--- config.mk ---
export PLATFORM = sky130hd
export DESIGN_NAME = temporizador_regressivo_flat
export DESIGN_NICKNAME = d
export VERILOG_FILES = /design/src/rtl/temporizador_regressivo_if.sv /design/src/rtl/temporizador_regressivo.sv /design/src/flat_wrapper.sv
export SDC_FILE = /design/constraint.sdc
export NUM_CORES = 1
export LEC_CHECK = 0
export ABC_AREA = 0
export CORE_UTILIZATION = 25
export CTS_CLUSTER_DIAMETER = 80
export DETAILED_ROUTE_END_ITERATION = 16
export DONT_BUFFER_PORTS = 1
export PLACE_DENSITY_LB_ADDON = 0.15
export SYNTH_ARGS = -nofsm -noshare
export SYNTH_HDL_FRONTEND = slang
export SYNTH_SLANG_ARGS = --single-unit
--- constraint.sdc ---
create_clock -name CLOCK_50 -period 3.55 [get_ports CLOCK_50]
set_input_delay 0.71 -clock CLOCK_50 [delete_from_list [all_inputs] [get_ports CLOCK_50]]
set_output_delay 0.71 -clock CLOCK_50 [all_outputs]
set_load 0.03 [all_outputs]
--- src/rtl/temporizador_regressivo_if.sv ---
// Board-facing signal bundle for the countdown timer: switches, pushbuttons, LEDs
// and the four 7-segment digits.
// Ports: SW[9:0] and KEY[3:0] (active-low) go into the timer; LEDR[9:0] and HEX0..HEX3 come out.
// Modports: master = board/stimulus side, slave = timer side.
interface temporizador_regressivo_if;
  logic [9:0] SW;
  logic [3:0] KEY;
  logic [9:0] LEDR;
  logic [6:0] HEX0;
  logic [6:0] HEX1;
  logic [6:0] HEX2;
  logic [6:0] HEX3;

  modport master (
    output SW,
    output KEY,
    input  LEDR,
    input  HEX0,
    input  HEX1,
    input  HEX2,
    input  HEX3
  );

  modport slave (
    input  SW,
    input  KEY,
    output LEDR,
    output HEX0,
    output HEX1,
    output HEX2,
    output HEX3
  );
endinterface

--- src/rtl/temporizador_regressivo.sv ---
// MM:SS countdown timer with start/pause, reload, and separate minute/second loads from SW[5:0].
// Ports: CLOCK_50, reset (synchronous, active-high), bus (slave modport: SW, KEY in; LEDR, HEX0..HEX3 out).
// Latency: key action 3 edges after the pin falls; HEX/LEDR registered one edge after the state/time registers.
// Build option: define ALARM_BLINK_EN to make LEDR[9:2] blink while expired; otherwise they stay lit.
module temporizador_regressivo #(
  parameter int TICK_DIV  = 50000000,
  parameter int BLINK_DIV = 12500000
) (
  input logic                      CLOCK_50,
  input logic                      reset,
  temporizador_regressivo_if.slave bus
);

  typedef enum logic [1:0] {
    S_IDLE    = 2'd0,
    S_RUNNING = 2'd1,
    S_PAUSED  = 2'd2,
    S_EXPIRED = 2'd3
  } state_t;

  localparam int              PW        = (TICK_DIV > 1) ? $clog2(TICK_DIV) : 1;
  localparam logic [PW-1:0]   PRESC_MAX = PW'(TICK_DIV - 1);
  localparam logic [5:0]      MAX_VAL   = 6'd59;

  // 0..9 to active-low segments {g,f,e,d,c,b,a}
  function automatic logic [6:0] seg7(input logic [3:0] d);
    logic [6:0] s;
    case (d)
      4'd0:    s = 7'b1000000;
      4'd1:    s = 7'b1111001;
      4'd2:    s = 7'b0100100;
      4'd3:    s = 7'b0110000;
      4'd4:    s = 7'b0011001;
      4'd5:    s = 7'b0010010;
      4'd6:    s = 7'b0000010;
      4'd7:    s = 7'b1111000;
      4'd8:    s = 7'b0000000;
      4'd9:    s = 7'b0010000;
      default: s = 7'b1111111;
    endcase
    return s;
  endfunction

  // Key synchronizer plus a third stage that remembers the previous synchronized level
  logic [3:0]    r_key_s1;
  logic [3:0]    r_key_s2;
  logic [3:0]    r_key_s3;

  state_t        r_state;
  logic [5:0]    r_pmin;
  logic [5:0]    r_psec;
  logic [5:0]    r_min;
  logic [5:0]    r_sec;
  logic [PW-1:0] r_presc;

  logic [6:0]    r_hex0;
  logic [6:0]    r_hex1;
  logic [6:0]    r_hex2;
  logic [6:0]    r_hex3;
  logic [9:0]    r_ledr;

  state_t        w_state_nxt;
  logic [5:0]    w_pmin_nxt;
  logic [5:0]    w_psec_nxt;
  logic [5:0]    w_min_nxt;
  logic [5:0]    w_sec_nxt;
  logic [PW-1:0] w_presc_nxt;

  logic [3:0]    w_press;
  logic          w_do_reload;
  logic          w_do_lmin;
  logic          w_do_lsec;
  logic          w_do_start;
  logic [5:0]    w_sw_val;
  logic          w_unused_sw;
  logic          w_tick;
  logic [5:0]    w_dec_min;
  logic [5:0]    w_dec_sec;
  logic          w_dec_zero;
  logic [7:0]    w_alarm;

  // Buttons idle high, so a press is the synchronized level going 1 -> 0
  assign w_press = r_key_s3 & ~r_key_s2;

  // Only the highest-priority press survives: KEY1 > KEY2 > KEY3 > KEY0
  assign w_do_reload = w_press[1];
  assign w_do_lmin   = ~w_press[1] & w_press[2];
  assign w_do_lsec   = ~w_press[1] & ~w_press[2] & w_press[3];
  assign w_do_start  = ~(|w_press[3:1]) & w_press[0];

  assign w_sw_val    = (bus.SW[5:0] > MAX_VAL) ? MAX_VAL : bus.SW[5:0];
  assign w_unused_sw = ^bus.SW[9:6];

  assign w_tick = (r_state == S_RUNNING) && (r_presc == PRESC_MAX);

  // One-second decrement with borrow from minutes
  always_comb begin
    w_dec_min = r_min;
    w_dec_sec = r_sec;
    if (r_sec != 6'd0) begin
      w_dec_sec = r_sec - 6'd1;
    end else if (r_min != 6'd0) begin
      w_dec_min = r_min - 6'd1;
      w_dec_sec = MAX_VAL;
    end
  end

  assign w_dec_zero = (w_dec_min == 6'd0) && (w_dec_sec == 6'd0);

  always_ff @(posedge CLOCK_50) begin
    if (reset) begin
      r_key_s1 <= 4'hF;
      r_key_s2 <= 4'hF;
      r_key_s3 <= 4'hF;
      r_state  <= S_IDLE;
      r_pmin   <= 6'd0;
      r_psec   <= 6'd0;
      r_min    <= 6'd0;
      r_sec    <= 6'd0;
      r_presc  <= '0;
    end else begin
      r_key_s1 <= bus.KEY;
      r_key_s2 <= r_key_s1;
      r_key_s3 <= r_key_s2;
      r_state  <= w_state_nxt;
      r_pmin   <= w_pmin_nxt;
      r_psec   <= w_psec_nxt;
      r_min    <= w_min_nxt;
      r_sec    <= w_sec_nxt;
      r_presc  <= w_presc_nxt;
    end
  end

  always_comb begin
    w_state_nxt = r_state;
    w_pmin_nxt  = r_pmin;
    w_psec_nxt  = r_psec;
    w_min_nxt   = r_min;
    w_sec_nxt   = r_sec;
    w_presc_nxt = '0;

    // Prescaler advances only while running and freezes while paused
    case (r_state)
      S_RUNNING: w_presc_nxt = (r_presc == PRESC_MAX) ? '0 : r_presc + PW'(1);
      S_PAUSED:  w_presc_nxt = r_presc;
      default:   w_presc_nxt = '0;
    endcase

    if (w_do_reload) begin
      w_min_nxt   = r_pmin;
      w_sec_nxt   = r_psec;
      w_state_nxt = S_IDLE;
      w_presc_nxt = '0;
    end else begin
      case (r_state)
        S_IDLE, S_EXPIRED: begin
          if (w_do_lmin) begin
            w_pmin_nxt  = w_sw_val;
            w_min_nxt   = w_sw_val;
            w_state_nxt = S_IDLE;
          end else if (w_do_lsec) begin
            w_psec_nxt  = w_sw_val;
            w_sec_nxt   = w_sw_val;
            w_state_nxt = S_IDLE;
          end else if (w_do_start && (r_state == S_IDLE) &&
                       ((r_min != 6'd0) || (r_sec != 6'd0))) begin
            w_state_nxt = S_RUNNING;
          end
        end
        S_RUNNING: begin
          if (w_do_start) begin
            w_state_nxt = S_PAUSED;
          end
          // A tick in the same cycle still decrements; reaching zero overrides a pause
          if (w_tick) begin
            w_min_nxt = w_dec_min;
            w_sec_nxt = w_dec_sec;
            if (w_dec_zero) begin
              w_state_nxt = S_EXPIRED;
            end
          end
        end
        S_PAUSED: begin
          if (w_do_start) begin
            w_state_nxt = S_RUNNING;
          end
        end
        default: w_state_nxt = S_IDLE;
      endcase
    end
  end

`ifdef ALARM_BLINK_EN
  localparam int            BW        = (BLINK_DIV > 1) ? $clog2(BLINK_DIV) : 1;
  localparam logic [BW-1:0] BLINK_MAX = BW'(BLINK_DIV - 1);

  logic [BW-1:0] r_blink_cnt;
  logic          r_blink_on;

  // Phase restarts lit on every entry to EXPIRED
  always_ff @(posedge CLOCK_50) begin
    if (reset || (r_state != S_EXPIRED)) begin
      r_blink_cnt <= '0;
      r_blink_on  <= 1'b1;
    end else if (r_blink_cnt == BLINK_MAX) begin
      r_blink_cnt <= '0;
      r_blink_on  <= ~r_blink_on;
    end else begin
      r_blink_cnt <= r_blink_cnt + BW'(1);
    end
  end

  assign w_alarm = (r_state == S_EXPIRED) ? {8{r_blink_on}} : 8'h00;
`else
  assign w_alarm = (r_state == S_EXPIRED) ? 8'hFF : 8'h00;
`endif

  // Display and LEDs follow the registered time/state by one edge
  always_ff @(posedge CLOCK_50) begin
    if (reset) begin
      r_hex0 <= 7'b1000000;
      r_hex1 <= 7'b1000000;
      r_hex2 <= 7'b1000000;
      r_hex3 <= 7'b1000000;
      r_ledr <= 10'h000;
    end else begin
      r_hex3 <= seg7(4'(r_min / 6'd10));
      r_hex2 <= seg7(4'(r_min % 6'd10));
      r_hex1 <= seg7(4'(r_sec / 6'd10));
      r_hex0 <= seg7(4'(r_sec % 6'd10));
      r_ledr <= {w_alarm, (r_state == S_PAUSED), (r_state == S_RUNNING)};
    end
  end

  assign bus.HEX0 = r_hex0;
  assign bus.HEX1 = r_hex1;
  assign bus.HEX2 = r_hex2;
  assign bus.HEX3 = r_hex3;
  assign bus.LEDR = r_ledr;

endmodule

--- src/flat_wrapper.sv ---
// flat-port wrapper written by rule: the top's interface ports become plain ports
module temporizador_regressivo_flat 
#(
  parameter int TICK_DIV  = 50000000,
  parameter int BLINK_DIV = 12500000
)
  (CLOCK_50, reset, bus_SW, bus_KEY, bus_LEDR, bus_HEX0, bus_HEX1, bus_HEX2, bus_HEX3);
  temporizador_regressivo_if bus_i ();
  input logic CLOCK_50;
  input logic reset;
  input wire logic [$bits(bus_i.SW)-1:0] bus_SW;
  input wire logic [$bits(bus_i.KEY)-1:0] bus_KEY;
  output wire logic [$bits(bus_i.LEDR)-1:0] bus_LEDR;
  output wire logic [$bits(bus_i.HEX0)-1:0] bus_HEX0;
  output wire logic [$bits(bus_i.HEX1)-1:0] bus_HEX1;
  output wire logic [$bits(bus_i.HEX2)-1:0] bus_HEX2;
  output wire logic [$bits(bus_i.HEX3)-1:0] bus_HEX3;
  assign bus_i.SW = bus_SW;
  assign bus_i.KEY = bus_KEY;
  assign bus_LEDR = bus_i.LEDR;
  assign bus_HEX0 = bus_i.HEX0;
  assign bus_HEX1 = bus_i.HEX1;
  assign bus_HEX2 = bus_i.HEX2;
  assign bus_HEX3 = bus_i.HEX3;
  temporizador_regressivo #(.TICK_DIV(TICK_DIV), .BLINK_DIV(BLINK_DIV)) u_core (.CLOCK_50(CLOCK_50), .reset(reset), .bus(bus_i));
endmodule
Yosys cells after proc, flatten, opt, wreduce, memory -nomap -nowiden

Memory sizes are Yosys's and may differ from the RTL's. A register that Yosys moved wholly into a read port is not among the register bits.
Index checks and enable logic that the tools add are counted.

Word-level logic and storage cells: 86
Bits in writable memories: 0
Bits of input ports: 16
Memory bits (read-only): 448
Latch bits: 0
Memories: 4
Output and inout bits: 38
Register bits after elaboration: 74

Add/sub/neg operators: 3
Bitwise logic cells: 10
Div/mod/pow operators: 4
Equal/unequal tests: 10
Shift-type cells: 0
Order comparisons: 1
Multiply operators: 0
Muxes and demuxes: 25
Reductions and logical operators: 19

Memories:

| memory          | depth | width | read ports | clocked after Yosys merged registers in | wr ports | RTL line                      | source |
|---|---|---|---|---|---|---|---|
| (no name shown) | 16    | 7     | 1          | 1                                       | 0        | temporizador_regressivo.sv:28 | `case (d)` |
| (no name shown) | 16    | 7     | 1          | 1                                       | 0        | temporizador_regressivo.sv:28 |  |
| (no name shown) | 16    | 7     | 1          | 1                                       | 0        | temporizador_regressivo.sv:28 |  |
| (no name shown) | 16    | 7     | 1          | 1                                       | 0        | temporizador_regressivo.sv:28 |  |

Operator list:

| operator              | number |
|---|---|
| $mux 6                | 12 |
| $pmux 26 s2           | 1 |
| $add 26x1->26 const B | 1 |
| $eq 26x26->1 const B  | 1 |
| $mux 26               | 1 |
| $pmux 6 s2            | 2 |
| $mux 2                | 7 |
| $div 6x4->6 const B   | 2 |
| $logic_not 6->1       | 2 |
| $mod 6x4->6 const B   | 2 |
| $reduce_bool 6->1     | 2 |
| $sub 6x1->6 const B   | 2 |
| $ne 3x1->1 const B    | 3 |
| $mux 8                | 1 |
| $reduce_and 4->1      | 2 |
| $gt 6x6->1 const B    | 1 |
| $pmux 2 s3            | 1 |
| $reduce_and 3->1      | 2 |
| $and 1x1->1           | 4 |
| $and 4x4->4           | 1 |
| $eq 2x2->1 const B    | 2 |
| $logic_and 1x1->1     | 4 |
| $ne 4x1->1 const B    | 1 |
| $not 1->1             | 4 |
| other kinds (10)      | 11 |

Longest topological paths before layout

Depth after elaboration: 11
Depth in mapped cells: 12
Mapped depth without buffers: 12

Worst setup path after synthesis

Ideal clock, no wire load.

Kind: reg-to-reg
From: register u_core.r_sec[0]
To: register u_core.r_hex0[6] (netlist: u_core.bus.HEX0[6])
Arrival: 2.524 ns
Library setup time: 0.124 ns
Setup slack: 0.902 ns
Path buffers: 1
Clock period less this slack: 2.648 ns
Stages on the path, launching flop included: 12
Required time: 3.426 ns
Cells stage by stage: dfxtp_1 > clkbuf_1 > inv_1 > ha_1 > mux2_1 > a2bb2oi_1 > a311oi_1 > a221oi_1 > ha_1 > maj3_1 > a31oi_1 > o21ai_0

Word-level cells in the longest chain between the ends: 1

Ends and longest elaborated chain:

| element                  | RTL line                       | source |
|---|---|---|
| start: declaration       | temporizador_regressivo.sv:53  | `logic [5:0] r_sec;` |
| start signal: assignment | temporizador_regressivo.sv:129 | `r_sec <= w_sec_nxt;` |
| $mod 6x4->6              | temporizador_regressivo.sv:230 | `r_hex0 <= seg7(4'(r_sec % 6'd10));` |
| end: declaration         | temporizador_regressivo.sv:56  | `logic [6:0] r_hex0;` |

No other way between the ends.
A chain may end at the register's enable or synchronous reset.

Worst setup path in the final report

From: register u_core.r_min[1]
To: register u_core.r_state[1]

Word-level cells in the longest chain between the ends: 8
Elaborated cells between the ends (all ways): 16
Classes of those cells: 1 x add/sub; 1 x eq/ne; 7 x mux; 7 x reduce/logical

Ends and longest elaborated chain:

| element                                                 | RTL line                                                                                       | source |
|---|---|---|
| start: declaration                                      | temporizador_regressivo.sv:52                                                                  | `logic [5:0] r_min;` |
| start signal: assignment                                | temporizador_regressivo.sv:128                                                                 | `r_min <= w_min_nxt;` |
| $sub 6x1->6 / $reduce_bool 6->1 (equally long branches) | temporizador_regressivo.sv:103, temporizador_regressivo.sv:102, temporizador_regressivo.sv:166 |  |
| $mux 6                                                  | temporizador_regressivo.sv:102                                                                 | `end else if (r_min != 6'd0) begin` |
| $mux 6                                                  | temporizador_regressivo.sv:100                                                                 | `if (r_sec != 6'd0) begin` |
| $logic_not 6->1                                         | temporizador_regressivo.sv:108                                                                 | `assign w_dec_zero = (w_dec_min == 6'd0) && (w_dec_sec == 6'd0);` |
| $logic_and 1x1->1                                       | temporizador_regressivo.sv:108                                                                 |  |
| $mux 2                                                  | temporizador_regressivo.sv:178                                                                 | `if (w_dec_zero) begin` |
| $mux 2                                                  | temporizador_regressivo.sv:175                                                                 | `if (w_tick) begin` |
| $pmux 2 s3                                              | temporizador_regressivo.sv:155                                                                 | `case (r_state)` |
| end signal: assignment                                  | temporizador_regressivo.sv:125                                                                 | `r_state <= w_state_nxt;` |
| end: declaration                                        | temporizador_regressivo.sv:49                                                                  | `state_t r_state;` |

Parallel ways exist; a longest one is shown, timed or not.

==> summary.md <==
| Metric | Value |
|---|---|
| Delay-heaviest family, CP | `simple AND/OR/NAND/NOR gates` |
| Via count | `4353` |
| Chip width | `148.8 um` |
| Fillers | `2282` |
| Final Max Slew Viols | `0` |
| CTS root buf | `clkbuf_16` |
| Number of cells on the critical path | `8` |
| Slew HR | `0.3404` |
| CP peak stage delay | `0.55 ns` |
| TritonCTS Buffers | `9` |
| Rows | `53` |
| Crit-path cells | `inv_1, ha_1, nor3b_4, nand4_1, o22ai_1, nand4_1, or4_4, a2111oi_4` |
| Switch Pwr | `0.001034 W` |
| Wire per inst | `14.75 um` |
| Synth async-reset ratio | `0` |
| Die height | `148.8 um` |
| Commonest non-fill, non-tap cell in the layout | `dfxtp_1` |
| Worst r2r path cells | `8` |
| HP Class | `reg2reg` |
| Gr ovfl total | `0` |
| CP Capture Type | `flop` |
| Post-CTS Setup Inserts | `0` |
| Number of remaining DRC errors | `0` |
| CP Data Required Time | `3.81 ns` |
| Synth Area per Inst | `8.422 sq um` |
| RSZ-0062 raised after global routing | `false` |
| Hold-fix buffers, CTS | `0` |
| Clk pwr share | `0.340` |
| Comb power frac | `0.216` |
| Peak supply drop | `0.2385 mV` |
| Worst-margin pin slew | `0.9894 ns` |
| CTS resizes | `0` |
| Register area share after synthesis | `0.3528` |
| Syn_nets | `687` |
| Multi-input logic area | `3173 sq um` |
| Post-route ant nets | `0` |
| Clock skew | `0.008665 ns` |
| Setup TNS | `0 ns` |
| Register share of total power | `0.444` |
| TritonCTS clock tree | `yes` |
| Crit-path slowest cell | `or4_4` |
| Port Buffers | `0` |
| First-pass GRT wire length | `21.67 mm` |
| Synth Cell Area | `5390 sq um` |
| Register area | `1903 sq um` |
| Leading area contributor after synthesis | `dfxtp_1` |
| Length of the first detailed-routing pass in iterations | `4` |
| Final setup violation count | `0` |
| Hold Path Depth | `1` |
| Top Ports | `54` |
| DRT iter0 DRCs | `218` |
| Vias in the first global route | `4190` |
| Most area-consuming cells after synthesis | `dfxtp_1 (35%), ha_1 (7.2%), nor2_1 (5.4%), xnor2_1 (3.7%), nand3_1 (3.1%)` |
| WP data arrival | `3.23 ns` |
| Finished Layout Cells | `898` |
| Vias/cell | `4.847` |
| Post-Syn Instances | `640` |
| Leak pwr | `2.154 nW` |
| Worst-path clk slew | `0.07 ns` |
| Flop2flop setup slack | `0.58 ns` |
| Final Cell Area | `5923 sq um` |
| Worst path buffer plus inverter count | `1` |
| Clock sinks | `95` |
| GRT Overall Usage | `0.1239` |
| Routability-driven placement congestion ratio | `0.8005` |
| Final period util | `0.8377` |
| Setup crit start kind | `flop` |
| Final hold violation count | `0` |
| Commonest non-fill, non-tap cells in the layout | `dfxtp_1 (94), nor2_1 (77), nand3_1 (33), nand2_1 (33)` |
| Insertion delay to the later sink of the worst-skew pair | `0.36 ns` |
| Setup Crit Path Kind | `reg2reg` |
| Total number of H-tree levels | `3` |
| Antenna diode count | `0` |
| CP Max Fanout | `9` |
| Max-cap violation count | `0` |
| Status | `completed` |
| Top cell type's share of synthesized area | `0.3528` |
| Die area | `22150 sq um` |
| Maximum clock path buffer count | `2` |
| Reg2reg end | `u_core.r_state[1]$_SDFFE_PP0P_` |
| P per Cell Area | `508.0 nW/um^2` |
| Count of cell types in the netlist | `74` |
| Largest net degree at the start of global routing | `69` |
| Worst hold path endpoint | `u_core.r_key_s2[0]$_SDFF_PP1_` |
| WL final | `13.25 mm` |
| HPWL after DPL | `9.323 mm` |
| Final min period | `2.974 ns` |
| Initial Util | `0.2556` |
| CP dominant cell by count | `nand4_1` |
| Switching Share | `0.3435` |
| Syn. warnings | `0` |
| Post-synth EDFFs | `0` |
| Placed Cells | `882` |
| Area Growth Syn to Fin | `9.889%` |
| R2R Path Start | `u_core.r_min[1]$_SDFFE_PP0P_` |
| # nets final | `665` |
| Worst hold path startpoint | `u_core.r_key_s1[0]$_SDFF_PP1_` |
| #FFs+latches synth | `95` |
| Placed Area | `5615 sq um` |
| P_int | `0.001975 W` |
| Fmax | `0.3363 GHz` |
| Post-synth top flop | `dfxtp_1` |
| Initial antenna violation count | `0` |
| Core area | `21090 sq um` |
| Share of post-route cells with drive strength above 1 | `0.08989` |
[power by group through the flow]
stage / Sequential, W / Combinational (W) / Clock [W]
floorplan: 0.00131 / 0.000557 / 0
global placement: 0.00136 / 0.000647 / 0
detailed placement: 0.00136 / 0.000649 / 0
CTS: 0.00134 / 0.000654 / 0.00106
global route: 0.00135 / 0.000734 / 0.00111
finish: 0.00133 / 0.000651 / 0.00102
[synthesized netlist by cell type, types with 14 or more instances]
cell type and count:
dfxtp_1 95, nor2_1 77, nand2_1 33, nand3_1 33, a21oi_1 31, ha_1 31, inv_1 25, clkbuf_1 23
xnor2_1 23, o21ai_0 19, or2_2 15, nor2b_1 14
[metrics by stage]
step             util  hold WS (ns)  power [W]  setup WS, ns
3_5_place_dp   0.2663        0.3960   0.002010        0.5817
2_1_floorplan       -        0.3895   0.001869        0.9021
5_1_grt        0.2809        0.4072   0.003191        0.3782
6_report       0.2809        0.4132   0.003009        0.5760
3_3_place_gp   0.2663        0.3937   0.002006        0.6488
4_1_cts        0.2809        0.4031   0.003052        0.5440
[logic make-up (layout without fill, tap and decap cells)]
family,count (synthesis),in the layout,synth area share
DFF,95,95,0.3528
xor gates and xnor gates,35,35,0.05687
AOI/OAI and AO/OA,144,144,0.1871
adders and majority gates,33,33,0.07567
muxes,14,14,0.02623
and+or+nand+nor,247,247,0.2428
buffers and inverters,72,55,0.05849
[registers in the layout, indices dropped and copies added, names as in the netlist]
name             count
u_core.r_key_s2      4
u_core.bus.HEX0      7
u_core.r_sec         6
u_core.r_state       2
u_core.r_psec        6
u_core.r_pmin        6
u_core.bus.LEDR      3
u_core.r_min         6
u_core.bus.HEX2      7
u_core.r_key_s1      4
u_core.r_presc      26
u_core.r_key_s3      4
u_core.bus.HEX1      7
u_core.bus.HEX3      7
[how the worst max path moves through the flow]
stage                                       from                        endpoint  slack [ns]
floorplan           u_core.r_sec[0]$_SDFFE_PP0P_   u_core.bus.HEX0[6]$_SDFF_PP1_        0.90
global placement    u_core.r_min[1]$_SDFFE_PP0P_  u_core.r_state[1]$_SDFFE_PP0P_        0.65
detailed placement  u_core.r_min[1]$_SDFFE_PP0P_  u_core.r_state[1]$_SDFFE_PP0P_        0.58
CTS                 u_core.r_min[1]$_SDFFE_PP0P_  u_core.r_state[1]$_SDFFE_PP0P_        0.54
global route        u_core.r_min[1]$_SDFFE_PP0P_  u_core.r_state[1]$_SDFFE_PP0P_        0.38
finish              u_core.r_min[1]$_SDFFE_PP0P_  u_core.r_state[1]$_SDFFE_PP0P_        0.58
[cell type report]
type	instances	share of cell area
inverters	26	0.01648
repair buffers	13	0.01648
clock inverters	6	0.01331
well taps	275	0.05809
multi-input cells	473	0.5357
clock buffers	10	0.03866
flip-flops and latches	95	0.3213
[routing by layer]
layer  wire (um)  up-vias  global-route usage
li1            -     2209                   -
met1        6593     2066              0.1607
met2        5770       64              0.1921
met3         606       14             0.02997
met4         276        0             0.05969
met5           0        -                   0
(Power assumes the default switching activity.)
